**src/rtl/cla_seq_arb16_pkg.sv**
```systemverilog
// Shared constants for the time-shared CLA adder: slice width and FSM encoding.
package cla_seq_arb16_pkg;

  localparam int unsigned SLICE_W = 4;
  localparam int unsigned STATE_W = 2;

  localparam logic [1:0] ST_IDLE = 2'd0;
  localparam logic [1:0] ST_CALC = 2'd1;
  localparam logic [1:0] ST_RESP = 2'd2;

endpackage

```
**src/rtl/cla4_core.sv**
```systemverilog
// Combinational 4-bit carry-lookahead adder slice.
module cla4_core
  import cla_seq_arb16_pkg::*;
(
  input  logic [SLICE_W-1:0] a,
  input  logic [SLICE_W-1:0] b,
  input  logic               cin,
  output logic [SLICE_W-1:0] sum,
  output logic               cout
);

  logic [SLICE_W-1:0] w_g;
  logic [SLICE_W-1:0] w_p;
  logic [SLICE_W:0]   w_c;

  assign w_g = a & b;
  assign w_p = a ^ b;

  // Every carry is expanded directly from generate/propagate and cin.
  assign w_c[0] = cin;
  assign w_c[1] = w_g[0] | (w_p[0] & w_c[0]);
  assign w_c[2] = w_g[1] | (w_p[1] & w_g[0]) | (w_p[1] & w_p[0] & w_c[0]);
  assign w_c[3] = w_g[2] | (w_p[2] & w_g[1]) | (w_p[2] & w_p[1] & w_g[0])
                | (w_p[2] & w_p[1] & w_p[0] & w_c[0]);
  assign w_c[4] = w_g[3] | (w_p[3] & w_g[2]) | (w_p[3] & w_p[2] & w_g[1])
                | (w_p[3] & w_p[2] & w_p[1] & w_g[0])
                | (w_p[3] & w_p[2] & w_p[1] & w_p[0] & w_c[0]);

  assign sum  = w_p ^ w_c[SLICE_W-1:0];
  assign cout = w_c[SLICE_W];

endmodule

```
**src/rtl/cla_seq_arb16.sv**
```systemverilog
// Two-requester round-robin adder: one CLA slice reused nibble by nibble,
// LSB first, with a held response until the consumer takes it.
module cla_seq_arb16
  import cla_seq_arb16_pkg::*;
#(
  parameter int unsigned NIBBLES = 4
) (
  input  logic                         clk,
  input  logic                         rst_n,
  input  logic                         req0_valid,
  output logic                         req0_ready,
  input  logic [SLICE_W*NIBBLES-1:0]   req0_a,
  input  logic [SLICE_W*NIBBLES-1:0]   req0_b,
  input  logic                         req0_cin,
  input  logic                         req1_valid,
  output logic                         req1_ready,
  input  logic [SLICE_W*NIBBLES-1:0]   req1_a,
  input  logic [SLICE_W*NIBBLES-1:0]   req1_b,
  input  logic                         req1_cin,
  output logic                         rsp_valid,
  input  logic                         rsp_ready,
  output logic                         rsp_id,
  output logic [SLICE_W*NIBBLES-1:0]   rsp_sum,
  output logic                         rsp_cout
);

  localparam int unsigned W    = SLICE_W * NIBBLES;
  localparam int unsigned IDXW = (NIBBLES > 1) ? $clog2(NIBBLES) : 1;

  logic [STATE_W-1:0] r_state;
  logic [STATE_W-1:0] w_state_nxt;

  logic [W-1:0]       r_a;
  logic [W-1:0]       r_b;
  logic [W-1:0]       r_acc;
  logic [W-1:0]       r_rsp_sum;
  logic               r_carry;
  logic               r_id;
  logic               r_last_grant;
  logic               r_rsp_cout;
  logic               r_rsp_id;
  logic [IDXW-1:0]    r_idx;

  logic               w_any_req;
  logic               w_accept;
  logic               w_gnt_id;
  logic               w_last_nib;
  logic [W-1:0]       w_a_in;
  logic [W-1:0]       w_b_in;
  logic               w_cin_in;
  logic [SLICE_W-1:0] w_a_nib;
  logic [SLICE_W-1:0] w_b_nib;
  logic [SLICE_W-1:0] w_sum;
  logic               w_cout;
  logic [W-1:0]       w_result;

  // Round-robin: on contention the requester not granted last time wins.
  assign w_any_req  = req0_valid | req1_valid;
  assign w_gnt_id   = (req0_valid && req1_valid) ? ~r_last_grant : req1_valid;
  assign w_accept   = (r_state == ST_IDLE) && w_any_req;
  assign req0_ready = w_accept & ~w_gnt_id & rst_n;
  assign req1_ready = w_accept &  w_gnt_id & rst_n;

  assign w_a_in   = w_gnt_id ? req1_a   : req0_a;
  assign w_b_in   = w_gnt_id ? req1_b   : req0_b;
  assign w_cin_in = w_gnt_id ? req1_cin : req0_cin;

  assign w_a_nib    = r_a[r_idx*SLICE_W +: SLICE_W];
  assign w_b_nib    = r_b[r_idx*SLICE_W +: SLICE_W];
  assign w_last_nib = (r_idx == IDXW'(NIBBLES - 1));

  cla4_core u_cla4_core (
    .a    (w_a_nib),
    .b    (w_b_nib),
    .cin  (r_carry),
    .sum  (w_sum),
    .cout (w_cout)
  );

  // Accumulator with the current nibble merged in, so the last step can publish it.
  always_comb begin
    w_result = r_acc;
    w_result[r_idx*SLICE_W +: SLICE_W] = w_sum;
  end

  always_comb begin
    w_state_nxt = r_state;
    case (r_state)
      ST_IDLE: if (w_any_req)  w_state_nxt = ST_CALC;
      ST_CALC: if (w_last_nib) w_state_nxt = ST_RESP;
      ST_RESP: if (rsp_ready)  w_state_nxt = ST_IDLE;
      default:                 w_state_nxt = ST_IDLE;
    endcase
  end

  always_ff @(posedge clk or negedge rst_n) begin
    if (!rst_n) r_state <= ST_IDLE;
    else        r_state <= w_state_nxt;
  end

  always_ff @(posedge clk or negedge rst_n) begin
    if (!rst_n) begin
      r_a          <= '0;
      r_b          <= '0;
      r_acc        <= '0;
      r_carry      <= 1'b0;
      r_id         <= 1'b0;
      r_idx        <= '0;
      r_last_grant <= 1'b1;
      r_rsp_sum    <= '0;
      r_rsp_cout   <= 1'b0;
      r_rsp_id     <= 1'b0;
    end else if (w_accept) begin
      r_a          <= w_a_in;
      r_b          <= w_b_in;
      r_carry      <= w_cin_in;
      r_id         <= w_gnt_id;
      r_last_grant <= w_gnt_id;
      r_idx        <= '0;
    end else if (r_state == ST_CALC) begin
      r_acc   <= w_result;
      r_carry <= w_cout;
      r_idx   <= r_idx + IDXW'(1);
      if (w_last_nib) begin
        r_rsp_sum  <= w_result;
        r_rsp_cout <= w_cout;
        r_rsp_id   <= r_id;
      end
    end
  end

  assign rsp_valid = (r_state == ST_RESP);
  assign rsp_sum   = r_rsp_sum;
  assign rsp_cout  = r_rsp_cout;
  assign rsp_id    = r_rsp_id;

endmodule

```
**config.mk**
```make
export PLATFORM = sky130hd
export DESIGN_NAME = cla_seq_arb16
export DESIGN_NICKNAME = d
export VERILOG_FILES = /design/src/rtl/cla_seq_arb16_pkg.sv /design/src/rtl/cla4_core.sv /design/src/rtl/cla_seq_arb16.sv
export SDC_FILE = /design/constraint.sdc
export NUM_CORES = 1
export LEC_CHECK = 0
export ABC_AREA = 1
export BUFFER_PORTS_ARGS = -buffer_cell sky130_fd_sc_hd__buf_4
export CAP_MARGIN = 5
export CELL_PAD_IN_SITES_DETAIL_PLACEMENT = 1
export CELL_PAD_IN_SITES_GLOBAL_PLACEMENT = 1
export CORE_ASPECT_RATIO = 0.8
export CORE_MARGIN = 2
export CORE_UTILIZATION = 42
export CTS_CLUSTER_SIZE = 40
export DETAILED_ROUTE_END_ITERATION = 8
export PLACE_DENSITY_LB_ADDON = 0.08
export RECOVER_POWER = 50
export SYNTH_ARGS = -nofsm -noshare
export SYNTH_HDL_FRONTEND = slang
export SYNTH_SLANG_ARGS = --single-unit
```
**constraint.sdc**
```tcl
create_clock -name clk -period 4.5 [get_ports clk]
set_input_delay 0.45 -clock clk [delete_from_list [all_inputs] [get_ports clk]]
set_output_delay 0.45 -clock clk [all_outputs]
set_load 0.02 [all_outputs]
```
Word-level counts from Yosys, hierarchy flattened --
Cells that the tools add are included. W data, S select, Z words.
Word-level totals: bits in registers 73, latch bits 0, RAM bits 0, memory bits (read-only) 0, input bits 71, output and inout bits 21, memories kept 0
Cells by class: add/subtract/negate cells 2, $mul 0, divide/modulo/power cells 0, order comparisons 0, eq/ne operators 6, shift operators 4, multiplexer cells 13, bitwise operators 37, reductions and logical operators 7
Operators by type and width (number):
- $neg A4 Y34 | 1
- $shift A4 B34 Y16 const A | 1
- $shiftx A4 B34 Y16 | 1
- $mux W16 | 2
- $shiftx A16 B5 Y4 | 2
- $and A1 B1 Y1 | 20
- $bwmux W16 | 1
- $or A1 B1 Y1 | 11
- $mux W2 | 5
- $xor A4 B4 Y4 | 2
- $pmux W2 S3 | 1
- $reduce_and A3 Y1 | 2
- $and A4 B4 Y4 | 1
- $eq A2 B2 Y1 const B | 2
- $mux W1 | 4
- $ne A2 B2 Y1 const B | 2
- $not A1 Y1 | 3
- $add A2 B1 Y2 const B | 1
- $eq A2 B1 Y1 const B | 1
- $logic_and A1 B1 Y1 | 2
- $logic_not A2 Y1 | 1
- $ne A2 B1 Y1 const B | 1
- $reduce_and A2 Y1 | 1
- $reduce_bool A2 Y1 | 1

Longest topological paths before layout --
Gate-level depths: netlist of the first run.
depth in word-level cells 9, gate-level depth with buffers 16

By module --
From an unflattened synthesis of the first run, not the netlist that was laid out.
Unflattened totals: cells, all modules 465, area, all modules 3558.4 sq um
By module, submodules not included:
- cla_seq_arb16 | instances 1, cells an instance 434, area an instance 3372.0 sq um, sequential area each 1727.9 sq um
- cla4_core | instances 1, cells an instance 31, area an instance 186.4 sq um, sequential area each 0.0 sq um

Least setup slack after synthesis of the first run --
No wires, ideal clock.
path type reg-to-reg, start point register r_idx[0], end point register r_acc[14], library setup time 66 ps, arrival time 2215 ps, path slack 2220 ps, stages on the path, launching flop included 14, period minus slack after synthesis 2280 ps, cell sequence dfrtp_1 -> inv_1 -> clkbuf_1 -> buf_2 -> nor2_1 -> o22ai_1 -> ha_1 -> nand3_1 -> nand3_1 -> nand2_1 -> nand3_1 -> o21ai_1 -> nand2_1 -> nand2_1
Between the ends: longest elaborated chain between the ends 9, elaborated cells on any way between the ends 24
Ends and longest elaborated chain:
- from (decl) | line cla_seq_arb16.sv:42 | logic [IDXW-1:0] r_idx;
- from (signal assigned) | line cla_seq_arb16.sv:123 | r_idx <= r_idx + IDXW'(1);
- $shiftx A16 B5 Y4 (on tied branches) | line cla_seq_arb16.sv:68, cla_seq_arb16.sv:69
- $xor A4 B4 Y4 or $and A4 B4 Y4 (tied branches) | line cla4_core.sv:17, cla4_core.sv:16
- $and A1 B1 Y1 (on tied branches) | line cla4_core.sv:23, cla4_core.sv:24
- $or A1 B1 Y1 (tied with other cells) | line cla4_core.sv:23 | assign w_c[3] = w_g[2] | (w_p[2] & w_g[1]) | (w_p[2] & w_p[1] & w_g[0])
- $or A1 B1 Y1 or $and A1 B1 Y1 (tied branches) | line cla4_core.sv:23, cla4_core.sv:24
- $or A1 B1 Y1 | line cla4_core.sv:24 | | (w_p[2] & w_p[1] & w_p[0] & w_c[0]);
- $xor A4 B4 Y4 | line cla4_core.sv:29 | assign sum = w_p ^ w_c[SLICE_W-1:0];
- $shiftx A4 B34 Y16 | line cla_seq_arb16.sv:83 | w_result[r_idx*SLICE_W +: SLICE_W] = w_sum;
- $bwmux W16 (*) | line cla_seq_arb16.sv:83
- to (signal assigned) | line cla_seq_arb16.sv:121 | r_acc <= w_result;
- to (decl) | line cla_seq_arb16.sv:35 | logic [W-1:0] r_acc;
Every way passes the cells marked *; elsewhere a longest branch is shown, timed or not. A chain may end at the register's enable or synchronous reset.

Worst setup path in the final report of the first run --
start point input rst_n, end point output req0_ready
Between the ends: longest elaborated chain between the ends 1
Ends and longest elaborated chain:
- from (decl) | line cla_seq_arb16.sv:9 | input logic rst_n,
- $and A1 B1 Y1 | line cla_seq_arb16.sv:61 | assign req0_ready = w_accept & ~w_gnt_id & rst_n;
- to (decl) | line cla_seq_arb16.sv:11 | output logic req0_ready,
No other way between the ends.

==> run metrics, run 1 <==
Pleak=0.00238 uW; cell count after synthesis=479; total internal power=approximately 1800 uW; Switching Fraction=0.477; Hold Buf Count CTS=0; Starting DRT DRC Count=143; Startpoint Class=primary input; HPWL after DPL=7.64 mm; Max Slew Vio Count=75; TritonCTS clock tree=done; antenna violations before repair=0; Synth cell types=29; TNS Setup=0 ps; RD Place Congestion=slightly below 0.9; CP Launch Point=rst_n; Max-Cap Viols=1; pre-CTS setup slack=1900 ps; drt drc=0; Layout area overhead=23.0%; clk buf depth=2; Post-Syn Area=3760 um^2; drt pass-1 iters=4; WL/cell=between 15 and 20 um; layout cells sized above 1=0.191; commonest non-fill, non-tap cell in the layout=nand2_1; Mapped Nets=between 500 and 600; crit path to=req0_ready; combinational share of power=0.528; clk_lat worst skew=340 ps; Final Hold Fails=0; CP Class=primary input to output port; CP max-delay cell=clkbuf_2; Resize count post-CTS=0; I/O pin cnt=92; P_sw=1650 uW; TritonCTS Sinks=73; total global-route track usage=0.241; Worst EP required=slightly above 4000 ps; first-pass GRT wire length=18.1 mm; #FFs+latches synth=73; Slew @ Worst Pin=~1800 ps; final setup violation count=0; Port Buf Inserts=91; Slew headroom=-0.230; yosys warns=0; Max Fclk=352 MHz; Largest stage delay, worst path=roughly 1300 ps; largest net degree at the start of global routing=75; status=finished with violations; grt ovf=0; syn_area_per_cell=between 7 and 8 um^2; period utilization=0.631; critical path capture point type=output port; clk_skew=9.78 ps; total die area=between 9000 and 10000 um^2; Hold Crit Class=primary input to flip-flop; Die Ht=88.6 um; Critical Path, Cell by Cell=clkbuf_2 -> inv_1 -> nor3_2 -> buf_4; setup ws final=between 1500 and 2000 ps; core area=8600 um^2; initial core utilization=0.437; Post-CTS Setup Inserts=0; CTS root buffer=clkbuf_8; worst reg2reg endpoint=r_acc[14]; vias=3546; Final min period=2840 ps; Reg-to-Reg Start=r_idx[1]; row count=30; R2R Setup Slk=1830 ps; maximum VDD drop=approximately 350 uV; most frequent cells in the layout=nand2_1 (182), buf_4 (82), dfrtp_1 (72), nand3_1 (71), o21ai_0 (27); Antenna diodes=0; Final nets=~640; failing checks=max-capacitance violations, max-slew violations; Avg Vias per Cell=around 5.2; CTS buffer count=9; final core area utilization=0.538; CP max FO=74; die width=110 um; unrepaired setup endpoints after global routing=no; PD cells=746 nW/um^2; Reg clk slew, reported paths=80 ps; R2R depth=11; vias in the first global route=3628; register share of total power=0.326; # H-tree levels=3; register area share after synthesis=0.487; final wirelength=~11 mm; FILL cells=1114; post-route ant nets=0; Clk pwr share=0.146; arrival time at the worst endpoint=2390 ps
worst min path at each step:
stage / start / to / cells past startpoint
after floorplan: rst_n / r_a[0] / 0
after global placement: r_id / r_id / 2
after detailed placement: rsp_sum[7] / rsp_sum[7] / 2
after CTS: rsp_ready / r_state[1] / 2
after global routing: rsp_ready / r_state[1] / 2
final: rsp_ready / r_state[1] / 2
worst max-delay path: cells and delay by family:
kind                   cells  cell delay [ps]
buffers and inverters      3             1660
AND/OR/NAND/NOR            1              240
synth_stat cells:
library cell	number	area [um^2]
a21boi_2	1	11.3
a21o_1	1	7.51
a21oi_1	3	15.0
buf_2	5	25.0
buf_4	4	30.0
buf_6	3	33.8
clkbuf_1	11	41.3
clkinv_1	1	3.75
dfrtp_1	72	1800
dfstp_2	1	26.3
fa_1	1	20.0
ha_1	11	138
inv_1	25	93.8
inv_2	3	11.3
nand2_1	182	683
nand2_2	1	6.26
nand3_1	71	355
nand4_1	4	25.0
nor2_1	23	86.3
nor2_4	2	22.5
nor3_2	1	10.0
nor3_4	1	16.3
o21ai_0	27	135
o21ai_1	5	25.0
o22ai_1	15	93.8
o31ai_1	1	7.51
o32ai_1	2	17.5
or2_0	1	6.26
xnor2_1	1	8.76
metal layers:
metal | vias to the layer above | share of wire | GRT usage
met4 | 0 | 0.0079 | 0.0541
met3 | 11 | 0.051 | 0.0486
li1 | 1721 | - | -
met5 | - | 0 | 0
met1 | 1717 | 0.51 | 0.351
met2 | 97 | 0.43 | 0.376
through the flow:
| stage | hold slack, ps | power (uW) | instances | cell area [um^2] |
|---|---|---|---|---|
| floorplan | 154 | 2420 | 479 | 3760 |
| global placement | 462 | 2920 | 661 | 4470 |
| detailed placement | 467 | 2980 | 661 | 4470 |
| CTS | 271 | 3510 | 677 | 4660 |
| global route | 270 | 3790 | 677 | 4620 |
| finish | 282 | 3450 | 677 | 4620 |
power by group through the flow:
stage               Combinational (uW)  Sequential, uW  Clock, uW
floorplan                         1280            1140          0
global placement                  1790            1130          0
detailed placement                1840            1130          0
CTS                               1870            1120        514
global route                      2090            1160        545
finish                            1820            1130        503
registers in the layout (all words and copies together) (netlist names):
signal        count
r_carry           1
r_state           2
r_idx             2
r_acc            16
rsp_cout          1
r_b              16
r_a              16
rsp_id            1
r_id              1
rsp_sum          16
r_last_grant      1
cell type report:
type                       instances  area, um^2  area share
tap                              112         140      0.0303
clock inverter                     6        60.1      0.0130
clock buffer                      10         128      0.0276
sequential                        73        1830       0.396
inverter                          29         109      0.0236
multi-input combinational        354        1700       0.367
timing repair buffer              93         658       0.142
cell families after synthesis:
family                   count (synthesis)  share of synthesized area
AO/OA/AOI/OAI                           55                     0.0833
flip-flops                              73                      0.487
XOR/XNOR                                 1                    0.00233
AND/OR/NAND/NOR                        286                      0.322
buffers and inverters                   52                     0.0636
adder cells (fa/ha/maj)                 12                     0.0420
Power figures use the tool's default switching activity.
==> run 2: changes to the inputs <==
Settings changed: CORE_UTILIZATION 42 to 39.
Clock period 4.5 ns to 2.9 ns, I/O delays scaled along.
==> run 2 against run 1 <==
  * Via count is 0.79% higher
  * Setup slack worse by 1300 ps
  * Sequential power is 53% higher
  * Register-to-register slack worse by 1500 ps
  * Clock skew is 3.0 ps lower
  * Global-route usage is 0.73 points lower
  * Count of clock-buffer cells in the layout is 4 higher
  * Sequential cell count stayed put
  * The flow now finishes without violations
  * Critical endpoint is now r_acc[8]
  * Utilization is 3.5 points lower
  * Wire length is 7.4% higher
  * Non-clock buffer count is 8 higher
  * Worst hold slack worse by 150 ps
==> run metrics, run 2 (synthesized netlist as in run 1, its figures left out) <==
Final nets=651; WL/cell=16.6 um; CP max-delay cell=fa_1; Max-Cap Viols=0; Final Hold Fails=0; PD cells=around 1200 nW/um^2; Worst EP required=3150 ps; Post-CTS Setup Inserts=0; Reg-to-Reg Start=r_idx[1]; Hold Crit Class=primary input to flip-flop; final setup violation count=0; TritonCTS clock tree=done; vias=3574; CP Class=flip-flop to flip-flop; total die area=10400 um^2; Max Fclk=a little under 400 MHz; clk_skew=6.80 ps; TritonCTS Sinks=73; R2R depth=8; largest net degree at the start of global routing=48; status=finished, final reports clean; CTS buffer count=9; Reg clk slew, reported paths=50 ps; Die Ht=a little over 90 um; final wirelength=between 10 and 15 mm; Final min period=2550 ps; Buf+Inv Stages, Crit Path=2; FILL cells=1208; critical path capture point type=flip-flop; Slew @ Worst Pin=1220 ps; RD Place Congestion=0.857; drt drc=0; most frequent cells in the layout=nand2_1 (182), buf_4 (79), dfrtp_1 (72), nand3_1 (71), o21ai_0 (27); Hold Buf Count CTS=1; commonest non-fill, non-tap cell in the layout=nand2_1; Pleak=roughly 0.0024 uW; post-route ant nets=0; HPWL after DPL=about 8.1 mm; I/O pin cnt=92; Slew headroom=0.188; Max Slew Vio Count=0; drt pass-1 iters=4; TNS Setup=0 ps; CTS root buffer=clkbuf_16; Layout area overhead=26.9%; maximum VDD drop=435 uV; Port Buf Inserts=between 90 and 100; antenna violations before repair=0; Critical Path Most Common Cell=o21ai_0; Resize count post-CTS=0; clk_lat worst skew=330 ps; Antenna diodes=0; total global-route track usage=0.234; # H-tree levels=3; clk buf depth=2; layout cells sized above 1=0.178; CP Launch Point=r_idx[1]; grt ovf=0; Startpoint Class=flip-flop; Critical Path Stages=8; Worst Hold Slack=135 ps; arrival time at the worst endpoint=roughly 2800 ps; vias in the first global route=between 3000 and 4000; unrepaired setup endpoints after global routing=no; die width=roughly 110 um; CP max FO=12; initial core utilization=0.396; Starting DRT DRC Count=120; core area=9490 um^2; cell family with most CP delay=compound AO/OA/AOI/OAI gates; Largest stage delay, worst path=580 ps; first-pass GRT wire length=19.2 mm; Avg Vias per Cell=5.16; Hold Crit Start=rsp_ready; Critical Path, Cell by Cell=clkinv_1 -> o21ai_0 -> o22ai_1 -> fa_1 -> inv_1 -> o32ai_1 -> nand2_1 -> o21ai_0; row count=32; Worst Hold Depth=2; period utilization=0.878
==> run 2: final timing paths <==
check	endpoint	slack, ps
setup reg to reg	r_acc[8]	350
max in group asynchronous	r_a[12]	970
hold / removal	r_state[1]	140
hold reg to reg	r_id	480
min in group asynchronous	r_a[7]	410
setup / recovery	r_acc[8]	350
==> run 2: power breakdown <==
| group | internal, uW | total (uW) | switching (uW) |
|---|---|---|---|
| Sequential | 1450 | 1730 | 277 |
| Combinational | 957 | 2920 | 1960 |
| Clock | 736 | 1150 | 419 |
==> run 2: metrics by stage <==
step / power [uW] / cell area, um^2 / setup WS, ps / std cells / util
CTS: 5930 / 4850 / 402 / 692 / 0.511
global route: 6320 / 4770 / 148 / 692 / 0.503
finish: 5800 / 4770 / 355 / 692 / 0.503
detailed placement: 4720 / 4530 / 441 / 675 / 0.478
global placement: 4630 / 4530 / 545 / 675 / 0.478
floorplan: 3750 / 3760 / 620 / 479 / -
==> run 2: per-layer routing <==
metal	GRT usage	share of wire	routed length [um]	vias up
li1	-	-	-	1738
met1	0.337	0.51	5810	1746
met2	0.365	0.45	5180	82
met3	0.0575	0.035	404	8
met4	0.0407	0.0087	100	0
met5	0	0	0	-
==> run 2: final cells by class <==
| cell class | count | area (um^2) | area share |
|---|---|---|---|
| Clock inverter | 2 | 35.0 | 0.00735 |
| Inverter | 29 | 109 | 0.0228 |
| Sequential cell | 73 | 1830 | 0.383 |
| Tap cell | 119 | 149 | 0.0312 |
| Timing Repair Buffer | 101 | 683 | 0.143 |
| Clock buffer | 14 | 274 | 0.0575 |
| Multi-Input combinational cell | 354 | 1690 | 0.355 |
==> run 2: worst register-to-register path: cells and delay by family, from the launching register on <==
family                   cells  cell delay (ps)
buffers and inverters        2              400
AND/OR/NAND/NOR              1              120
AO/OA/AOI/OAI                4             1010
adder cells (fa/ha/maj)      1              580
flip-flops                   1              360
==> run 3: changes to the inputs <==
Settings changed: CORE_UTILIZATION 39 to 38, GPL_ROUTABILITY_DRIVEN set to 0, SYNTH_HIERARCHICAL set to 1.
Clock period 2.9 ns to 2.92 ns, I/O delays scaled along.
==> run 3 against run 2 <==
  * First-iteration DRC count up 28%
  * Final cell count shrank 2.3%
  * Power down 5.0%
  * Via count decreased by 3.1%
  * Highest routed layer unchanged
  * The run now ends with max-capacitance violations, max-slew violations left
  * Synthesized area fell by 5.3%
  * Sequential power decreased by 5%
  * Non-clock buffer count fell by 3
  * Critical endpoint is now rsp_sum[13]
  * Cell area fell by 4.5%
==> run metrics, run 3 <==
critical path capture point type=flip-flop; total global-route track usage=0.218; #FFs+latches synth=69; worst reg2reg endpoint=rsp_sum[13]; Cell Area, Placed=4310 um^2; Clk pwr share=0.204; largest net degree at the start of global routing=38; Post-CTS Setup Inserts=0; ys async rst share=1.00; HPWL after DPL=7.61 mm; P_sw=2500 uW; drt pass-1 iters=4; period utilization=0.887; Startpoint Class=flip-flop; total internal power=3010 uW; CP Class=flip-flop to flip-flop; Hold Crit Class=primary input to flip-flop; Max Slew Vio Count=38; Mapped Nets=about 550; CTS buffer count=9; Worst Hold Depth=2; pre-CTS setup slack=~420 ps; TritonCTS Sinks=69; final wirelength=~10 mm; clk_lat worst skew=~330 ps; Die Ht=90.6 um; Port Buf Inserts=91; # H-tree levels=3; count leader, synth=nand2_1; syn_area_per_cell=7.65 um^2; failing checks=max-capacitance violations, max-slew violations; layout cells sized above 1=0.182; clk buf depth=2; most frequent cells in the layout=nand2_1 (200), buf_4 (76), dfrtp_1 (68), nand3_1 (46), nor2_1 (34); antenna violations before repair=0; Slew @ Worst Pin=approximately 1600 ps; row count=31; Synth cell types=28; FILL cells=about 1200; Area contributors post-synth=dfrtp_1 (48%), nand2_1 (21%), nand3_1 (6.5%); post-route ant nets=0; clk_skew=4.39 ps; Overall Power=5510 uW; grt ovf=0; R2R Setup Slk=about 330 ps; Final min period=2590 ps; PD cells=1210 nW/um^2; most frequent cells after synthesis=nand2_1 (200), dfrtp_1 (68), nand3_1 (46); setup ws final=330 ps; Antenna diodes=0; vias=about 3500; final setup violation count=0; I/O pin cnt=92; unrepaired setup endpoints after global routing=no; Reg-to-Reg Start=r_idx[0]; Avg Vias per Cell=5.12; largest area contributor in the netlist=dfrtp_1; Final Hold Fails=0; Hold Crit Endpoint=r_state[1]; TNS Setup=0 ps; combinational share of power=0.498; Post-Syn Area=3560 um^2; CP max FO=24; R2R depth=9; register area share after synthesis=0.486; Max-Cap Viols=1; first-pass GRT wire length=17.9 mm; total die area=10200 um^2; maximum VDD drop=419 uV; Starting DRT DRC Count=~150; Max Fclk=386 MHz; status=finished with violations; Worst Hold Slack=141 ps; WL/cell=around 15 um; Pleak=0.00233 uW; vias in the first global route=roughly 3700; arrival time at the worst endpoint=2840 ps; initial core utilization=0.392; die width=between 100 and 150 um; Hold Crit Start=rsp_ready; Reg clk slew, reported paths=~50 ps; Switching Fraction=0.454; TritonCTS clock tree=done; drt drc=0; design area=about 4600 um^2; Worst EP required=3170 ps; CTS root buffer=clkbuf_16; top-area cell type share of the netlist area=0.478; commonest non-fill, non-tap cell in the layout=nand2_1; Primary FF master, synth=dfrtp_1; Reg area=1730 um^2; EDFF count, synth=0; cell count after synthesis=465; Slew headroom=-0.0702; area of the multi-input gates=1600 um^2; Final nets=637; Layout area overhead=28.0%; register share of total power=0.298; yosys warns=6; core area=9080 um^2
==> run 3: cell type report <==
type,count,area share
Clock buffer,13,0.0593
Clock inverter,3,0.00934
Inverter,28,0.0236
Multi-Input combinational cell,350,0.352
Sequential cell,69,0.379
Tap cell,115,0.0316
Timing Repair Buffer,98,0.145
==> run 3: routing by layer <==
layer	up-vias	global-route usage	routed length, um
li1	1676	-	-
met1	1695	0.305	5130
met2	83	0.348	4680
met3	9	0.0456	502
met4	0	0.0559	117
met5	-	0	0
==> run 3: logic make-up (layout without fill, tap and decap cells) <==
| group | after synthesis | count (layout) | synth area share |
|---|---|---|---|
| AND/OR/NAND/NOR | 297 | 297 | 0.344 |
| flip-flops | 69 | 69 | 0.486 |
| buffers and inverters | 46 | 142 | 0.0640 |
| AO/OA/AOI/OAI | 42 | 42 | 0.0665 |
| adder cells (fa/ha/maj) | 10 | 10 | 0.0373 |
| XOR/XNOR | 1 | 1 | 0.00246 |
==> run 3: worst max path at each step <==
| stage | start | endpoint | slack (ps) | depth (start not counted) |
|---|---|---|---|---|
| finish | r_idx[0] | rsp_sum[13] | 330 | 9 |
| floorplan | r_idx[0] | rsp_sum[13] | 650 | 10 |
| global route | r_idx[0] | rsp_sum[13] | 110 | 9 |
| global placement | r_idx[0] | rsp_sum[13] | 430 | 9 |
| CTS | r_idx[0] | rsp_sum[13] | 390 | 9 |
| detailed placement | r_idx[0] | rsp_sum[15] | 420 | 11 |
==> run 3: power by group through the flow <==
| stage | sequential, uW | combinational (uW) | clock [uW] |
|---|---|---|---|
| global placement | 1640 | 2690 | 0 |
| CTS | 1640 | 2820 | 1150 |
| floorplan | 1670 | 1900 | 0 |
| global route | 1690 | 3130 | 1190 |
| detailed placement | 1640 | 2790 | 0 |
| finish | 1640 | 2740 | 1130 |
==> run 3: what timing repair did <==
action	CTS	global route
gates resized for setup	0	0
hold endpoints to repair	35	0
hold buffers	1	0
==> run 3: critical path, cell delays in order, from the launching register on <==
cell	delay (ps)
dfrtp_1	350
buf_4	270
o21ai_0	150
o22ai_1	260
inv_1	110
fa_1	450
xnor2_1	350
nand3_1	170
or2_0	260
o21ai_0	140
==> run 3: through the flow <==
step / util / std cells
after detailed placement: 0.475 / 659
after global placement: 0.475 / 659
after global routing: 0.502 / 676
final: 0.502 / 676
after CTS: 0.510 / 676
after floorplan: - / 465
